### src/rtl/te_radio_seq_if.sv
// Bus between the radio power-up sequencer and its controller: PLL status,
// receive-enable requests, settle configuration and the sequencer outputs.
interface te_radio_seq_if #(
    parameter int NUM_RX   = 2,
    parameter int SETTLE_W = 8
);
    logic                pll_settled;
    logic [NUM_RX-1:0]   rx_en_req;
    logic [SETTLE_W-1:0] settle_cycles;
    logic                clr_stats;
    logic                radio_enable;
    logic [NUM_RX-1:0]   rx_en;
    logic                pll_lost;
    logic [1:0]          state;
    logic [7:0]          lost_count;

    // Controller side: drives requests and configuration, observes status.
    modport master (
        output pll_settled, rx_en_req, settle_cycles, clr_stats,
        input  radio_enable, rx_en, pll_lost, state, lost_count
    );

    // Sequencer side.
    modport slave (
        input  pll_settled, rx_en_req, settle_cycles, clr_stats,
        output radio_enable, rx_en, pll_lost, state, lost_count
    );
endinterface

### src/rtl/te_radio_seq.sv
// Radio power-up sequencer. Qualifies an asynchronous PLL-settled flag for
// N consecutive synchronized cycles before enabling the radio, gates the
// per-channel receive enables behind the radio enable, and tears down in a
// fixed order (rx_en first, radio_enable one cycle later) on PLL loss.
//
//   state  | meaning
//   -------+------------------------------------------------------------
//   IDLE   | radio off; tracks settle target; waits for synchronized PLL
//   SETTLE | counting consecutive PLL-high cycles up to the frozen target
//   ACTIVE | radio on; rx_en follows synchronized requests
//   DRAIN  | one-cycle teardown after PLL loss; rx_en already low
module te_radio_seq #(
    parameter int SYNC_STAGES = 2,
    parameter int NUM_RX      = 2,
    parameter int SETTLE_W    = 8
) (
    input  logic           ck,
    input  logic           arst,
    te_radio_seq_if.slave  bus
);

    typedef enum logic [1:0] {
        ST_IDLE   = 2'b00,
        ST_SETTLE = 2'b01,
        ST_ACTIVE = 2'b10,
        ST_DRAIN  = 2'b11
    } state_t;

    localparam logic [SETTLE_W-1:0] ONE = SETTLE_W'(1);

    logic [SYNC_STAGES-1:0]             r_pll_sync;
    logic [SYNC_STAGES-1:0][NUM_RX-1:0] r_rx_sync;

    state_t              r_state;
    logic [SETTLE_W-1:0] r_cnt;
    logic [SETTLE_W-1:0] r_target;
    logic                r_radio_enable;
    logic [NUM_RX-1:0]   r_rx_en;
    logic                r_pll_lost;
    logic [7:0]          r_lost_count;

    logic                w_pll_s;
    logic [NUM_RX-1:0]   w_rx_s;
    logic [SETTLE_W-1:0] w_n;
    logic [SETTLE_W-1:0] w_cnt_inc;

    assign w_pll_s   = r_pll_sync[SYNC_STAGES-1];
    assign w_rx_s    = r_rx_sync[SYNC_STAGES-1];
    // A zero setting would never terminate the count, so treat it as one.
    assign w_n       = (bus.settle_cycles == '0) ? ONE : bus.settle_cycles;
    assign w_cnt_inc = r_cnt + ONE;

    // Independent multi-flop synchronizers for the PLL flag and each request bit.
    always_ff @(posedge ck or posedge arst) begin
        if (arst) begin
            r_pll_sync <= '0;
            r_rx_sync  <= '0;
        end else begin
            r_pll_sync <= {r_pll_sync[SYNC_STAGES-2:0], bus.pll_settled};
            r_rx_sync  <= {r_rx_sync[SYNC_STAGES-2:0], bus.rx_en_req};
        end
    end

    // Sequencer FSM with registered outputs and loss statistics.
    always_ff @(posedge ck or posedge arst) begin
        if (arst) begin
            r_state        <= ST_IDLE;
            r_cnt          <= '0;
            r_target       <= '0;
            r_radio_enable <= 1'b0;
            r_rx_en        <= '0;
            r_pll_lost     <= 1'b0;
            r_lost_count   <= '0;
        end else begin
            r_pll_lost <= 1'b0;
            case (r_state)
                ST_IDLE: begin
                    r_target       <= w_n;
                    r_radio_enable <= 1'b0;
                    r_rx_en        <= '0;
                    r_cnt          <= '0;
                    if (w_pll_s) begin
                        if (w_n == ONE) begin
                            r_state        <= ST_ACTIVE;
                            r_radio_enable <= 1'b1;
                        end else begin
                            r_state <= ST_SETTLE;
                            r_cnt   <= ONE;
                        end
                    end
                end
                ST_SETTLE: begin
                    if (!w_pll_s) begin
                        r_state <= ST_IDLE;
                        r_cnt   <= '0;
                    end else begin
                        r_cnt <= w_cnt_inc;
                        if (w_cnt_inc == r_target) begin
                            r_state        <= ST_ACTIVE;
                            r_radio_enable <= 1'b1;
                        end
                    end
                end
                ST_ACTIVE: begin
                    if (w_pll_s) begin
                        r_rx_en <= w_rx_s;
                    end else begin
                        r_state    <= ST_DRAIN;
                        r_rx_en    <= '0;
                        r_pll_lost <= 1'b1;
                        if (r_lost_count != 8'hFF) begin
                            r_lost_count <= r_lost_count + 8'd1;
                        end
                    end
                end
                ST_DRAIN: begin
                    r_rx_en        <= '0;
                    r_radio_enable <= 1'b0;
                    r_state        <= ST_IDLE;
                end
                default: begin
                    r_state <= ST_IDLE;
                end
            endcase
            // Clearing wins over a same-cycle loss increment.
            if (bus.clr_stats) begin
                r_lost_count <= '0;
            end
        end
    end

    assign bus.radio_enable = r_radio_enable;
    assign bus.rx_en        = r_rx_en;
    assign bus.pll_lost     = r_pll_lost;
    assign bus.state        = r_state;
    assign bus.lost_count   = r_lost_count;

endmodule

### src/flat_wrapper.sv
// flat-port wrapper written by rule: the top's interface ports become plain ports
module te_radio_seq_flat 
#(
    parameter int SYNC_STAGES = 2,
    parameter int NUM_RX      = 2,
    parameter int SETTLE_W    = 8
)
  (ck, arst, bus_pll_settled, bus_rx_en_req, bus_settle_cycles, bus_clr_stats, bus_radio_enable, bus_rx_en, bus_pll_lost, bus_state, bus_lost_count);
  te_radio_seq_if #(.NUM_RX(NUM_RX), .SETTLE_W(SETTLE_W)) bus_i ();
  input  logic ck;
  input  logic arst;
  input wire logic [$bits(bus_i.pll_settled)-1:0] bus_pll_settled;
  input wire logic [$bits(bus_i.rx_en_req)-1:0] bus_rx_en_req;
  input wire logic [$bits(bus_i.settle_cycles)-1:0] bus_settle_cycles;
  input wire logic [$bits(bus_i.clr_stats)-1:0] bus_clr_stats;
  output wire logic [$bits(bus_i.radio_enable)-1:0] bus_radio_enable;
  output wire logic [$bits(bus_i.rx_en)-1:0] bus_rx_en;
  output wire logic [$bits(bus_i.pll_lost)-1:0] bus_pll_lost;
  output wire logic [$bits(bus_i.state)-1:0] bus_state;
  output wire logic [$bits(bus_i.lost_count)-1:0] bus_lost_count;
  assign bus_i.pll_settled = bus_pll_settled;
  assign bus_i.rx_en_req = bus_rx_en_req;
  assign bus_i.settle_cycles = bus_settle_cycles;
  assign bus_i.clr_stats = bus_clr_stats;
  assign bus_radio_enable = bus_i.radio_enable;
  assign bus_rx_en = bus_i.rx_en;
  assign bus_pll_lost = bus_i.pll_lost;
  assign bus_state = bus_i.state;
  assign bus_lost_count = bus_i.lost_count;
  te_radio_seq #(.SYNC_STAGES(SYNC_STAGES), .NUM_RX(NUM_RX), .SETTLE_W(SETTLE_W)) u_core (.ck(ck), .arst(arst), .bus(bus_i));
endmodule
### config.mk
export PLATFORM = sky130hd
export DESIGN_NAME = te_radio_seq_flat
export DESIGN_NICKNAME = d
export VERILOG_FILES = /design/src/rtl/te_radio_seq_if.sv /design/src/rtl/te_radio_seq.sv /design/src/flat_wrapper.sv
export SDC_FILE = /design/constraint.sdc
export NUM_CORES = 1
export LEC_CHECK = 0
export ABC_CLOCK_PERIOD_IN_PS = 3000
export CAP_MARGIN = 15
export CORE_MARGIN = 2
export CORE_UTILIZATION = 57
export CTS_CLUSTER_SIZE = 24
export DETAILED_ROUTE_END_ITERATION = 8
export HOLD_SLACK_MARGIN = 0.15
export PLACE_DENSITY = 0.85
export SYNTH_ARGS = -nofsm -noshare
export SYNTH_HDL_FRONTEND = slang
export SYNTH_SLANG_ARGS = --single-unit
### constraint.sdc
create_clock -name ck -period 3 [get_ports ck]
set_clock_uncertainty 0.05 [all_clocks]
set_input_delay 0.6 -clock ck [delete_from_list [all_inputs] [get_ports ck]]
set_output_delay 0.6 -clock ck [all_outputs]
set_load 0.005 [all_outputs]
==> impl_metrics.yaml <==
status:
  outcome: "finished, final reports clean"
timing:
  tns_ps: 0
  finalSetupViolations: 0
  worstMarginPinSlew_ps: 655.7
  period_needed_ps: 2251
  fin_hold_ws_ps: 304.3
  hold_violations: 0
  final-max-slew-violation-count: 0
  post-route-period-util: 0.7504
  rsz0062_at_grt: "no"
  fmax_ghz: 0.4442
  slew-limit-headroom: 0.5629
worst_setup_path:
  timing.rr.end: "u_core.bus.state[1]$_DFFE_PP0P_"
  ff2ff_path_depth: 6
  cp-start-kind: "register"
  crit_path_end: "u_core.bus.state[1]$_DFFE_PP0P_"
  cp_data_arrival_time_ps: 2440
  crit_type: "reg2reg"
  critPathMaxFanout: 6
  rrSetupSlack_ps: 750
  cp_data_required_time_ps: 3190
  startpoint: "u_core.r_cnt[0]$_DFFE_PP0P_"
  r2r_start: "u_core.r_cnt[0]$_DFFE_PP0P_"
  end_kind: "register"
grt:
  antenna_found_initial: 0
  grt-ovfl-total: 0
  grt_pass1_vias: 1416
  grt_max_degree: 37
  grtUsageTotal: 0.2419
  grt_pass1_wl_um: 6320
routing:
  vias_per_cell: 5.809
  num_vias: 1458
  routed_wl_um: 3839
  ant_nets: 0
  wire_per_inst_um: 15.29
  drc_errors: 0
  drt_iter0_drc: 75
  drt_first_pass_iters: 4
final_layout:
  final_cell_mix: "dfrtp_1 (36), clkdlybuf4s50_1 (27), nor2_1 (16)"
  fillers: 229
  layout_commonest_cell: "dfrtp_1"
  fin_nets: 227
  layoutNonFillerInstCount: 251
  num_antenna_cells: 0
  drive_gt1_frac: 0.08696
  syn_to_final_growth_pct: 19.59
power:
  leakage_nw: 0.9236
  p_int_mw: 1.032
  p_comb_frac: 0.422
  irDropWorstVdd_uv: 432.3
  p_switching_uw: 608.7
  p_per_area_nw_per_um2: 746.0
  swShare: 0.3710
  p_clk_frac: 0.148
  seqPwrFrac: 0.430
worst_hold_path:
  hold_path_depth: 0
  hold_class: "reg2reg"
placement:
  dp.final_hpwl_um: 2799
  dp.cells: 244
  portBuffers: 27
  gp_congestion: 0.8175
synth:
  yosysWarningCount: 0
  synth_top_cell_by_area: "dfrtp_1"
  synth_area_um2: 1839
  synth_top_area_share: 0.4898
  synth_edf_count: 0
  syn_inst: 177
  ys_ff_latch: 36
  async_flop_share: 1.000
  synth_area_leaders: "dfrtp_1 (49%), xnor2_1 (5.2%), mux2_2 (4.3%), xor2_1 (4.3%), ha_1 (4.1%)"
  yosysUniqueCellTypes: 39
  ys.flop_type: "dfrtp_1"
  yosysSeqAreaShare: 0.4898
  synth_area_per_cell_um2: 10.39
  synth.net_count: 197
die:
  core_um2: 3053
  io_pins: 28
  die_area_um2: 3697
  die_h_um: 60.81
  start_util: 0.6025
  rows: 20
  fp.dieW_um: 60.81
run:
  drv_cap: 0
cts:
  cts.clk_slew.worst_paths_ps: 100
  cts_hold_buf: 0
  h-tree-depth: 2
  cts_tree: "yes"
  clockBufferDepth: 2
  worst_skew_pair.late_latency_ps: 350
  cts.sinks: 36
  cts_root_buf: "clkbuf_4"
  post_cts_buffers: 0
  cts_resized: 0
  cts_made_buffers: 5
routing by layer:
layer,track usage,part of all wire,vias to the layer above
met5,0,0,-
met3,0.07463,0.078,6
met2,0.3886,0.51,66
met1,0.2983,0.39,705
li1,-,-,681
met4,0.1149,0.017,0
logic make-up (layout without fill, tap and decap cells):
| family | count (synthesis) | in the layout | share of synthesized area |
|---|---|---|---|
| mux | 9 | 9 | 0.05374 |
| flops | 36 | 36 | 0.4898 |
| simple gates | 57 | 57 | 0.1599 |
| compound gates | 34 | 34 | 0.1197 |
| xor+xnor | 21 | 21 | 0.1075 |
| buf+inv | 14 | 44 | 0.02857 |
| fa+ha+maj | 6 | 6 | 0.04082 |
worst max-delay path: stages, from the launching register on:
cell and delay [ps]:
dfrtp_1 490, ha_1 280, xnor2_1 230, xor2_1 170
nand4_1 200, o31ai_1 340, mux2_2 380
registers in the layout (all words and copies together) (netlist names), 2 cells and up:
signal and cells:
u_core.bus.lost_count 8, u_core.r_cnt 8, u_core.r_target 8, u_core.bus.rx_en 2
u_core.bus.state 2, u_core.r_pll_sync 2, u_core.r_rx_sync 2, u_core.w_rx_s 2
power groups by stage:
stage / sequential [mW] / clock [mW] / combinational [mW]
after floorplan: 0.689 / 0 / 0.489
after global placement: 0.704 / 0 / 0.652
final: 0.705 / 0.243 / 0.693
after detailed placement: 0.714 / 0 / 0.687
after CTS: 0.704 / 0.250 / 0.692
after global routing: 0.715 / 0.273 / 0.764
through the flow:
step	util	setup slack [ps]	total power, mW	instance area, um2
3_3_place_gp	0.7053	680.1	1.356	2153
6_report	0.7205	748.9	1.641	2200
5_1_grt	0.7205	581.1	1.751	2200
3_5_place_dp	0.7053	596.6	1.401	2153
2_1_floorplan	-	1004	1.179	1839
4_1_cts	0.7205	733.6	1.646	2200
cell usage after synthesis, types with 4 or more instances:
cell type  count
o21ai_0       13
ha_1           6
dfrtp_1       36
a21oi_1        5
nand4_1        5
clkbuf_1       4
nand2_1       15
mux2_2         7
nor2_1        16
inv_1          9
xnor2_1       11
nand3_1        7
xor2_1         9
worst min-delay path by stage:
stage,startpoint,endpoint,slack (ps)
2_1_floorplan,u_core.r_pll_sync[0]$_DFF_PP0_,u_core.r_pll_sync[1]$_DFF_PP0_,280
3_3_place_gp,u_core.r_rx_sync[0]$_DFF_PP0_,u_core.w_rx_s[0]$_DFF_PP0_,280
3_5_place_dp,u_core.r_rx_sync[0]$_DFF_PP0_,u_core.w_rx_s[0]$_DFF_PP0_,290
4_1_cts,u_core.r_rx_sync[0]$_DFF_PP0_,u_core.w_rx_s[0]$_DFF_PP0_,300
5_1_grt,u_core.r_rx_sync[0]$_DFF_PP0_,u_core.w_rx_s[0]$_DFF_PP0_,310
6_report,u_core.r_rx_sync[0]$_DFF_PP0_,u_core.w_rx_s[0]$_DFF_PP0_,300
area by class of cell:
| cell class | instances | area (um2) | share of cell area |
|---|---|---|---|
| inverter | 9 | 33.78 | 0.01536 |
| multi-input combinational | 127 | 885.9 | 0.4027 |
| clock inverter | 1 | 5.005 | 0.002275 |
| clock buffer | 6 | 41.29 | 0.01877 |
| timing repair buffer | 28 | 277.8 | 0.1263 |
| tap | 44 | 55.05 | 0.02503 |
| sequential | 36 | 900.9 | 0.4096 |
Note: power is estimated with default switching activity, not from simulation.
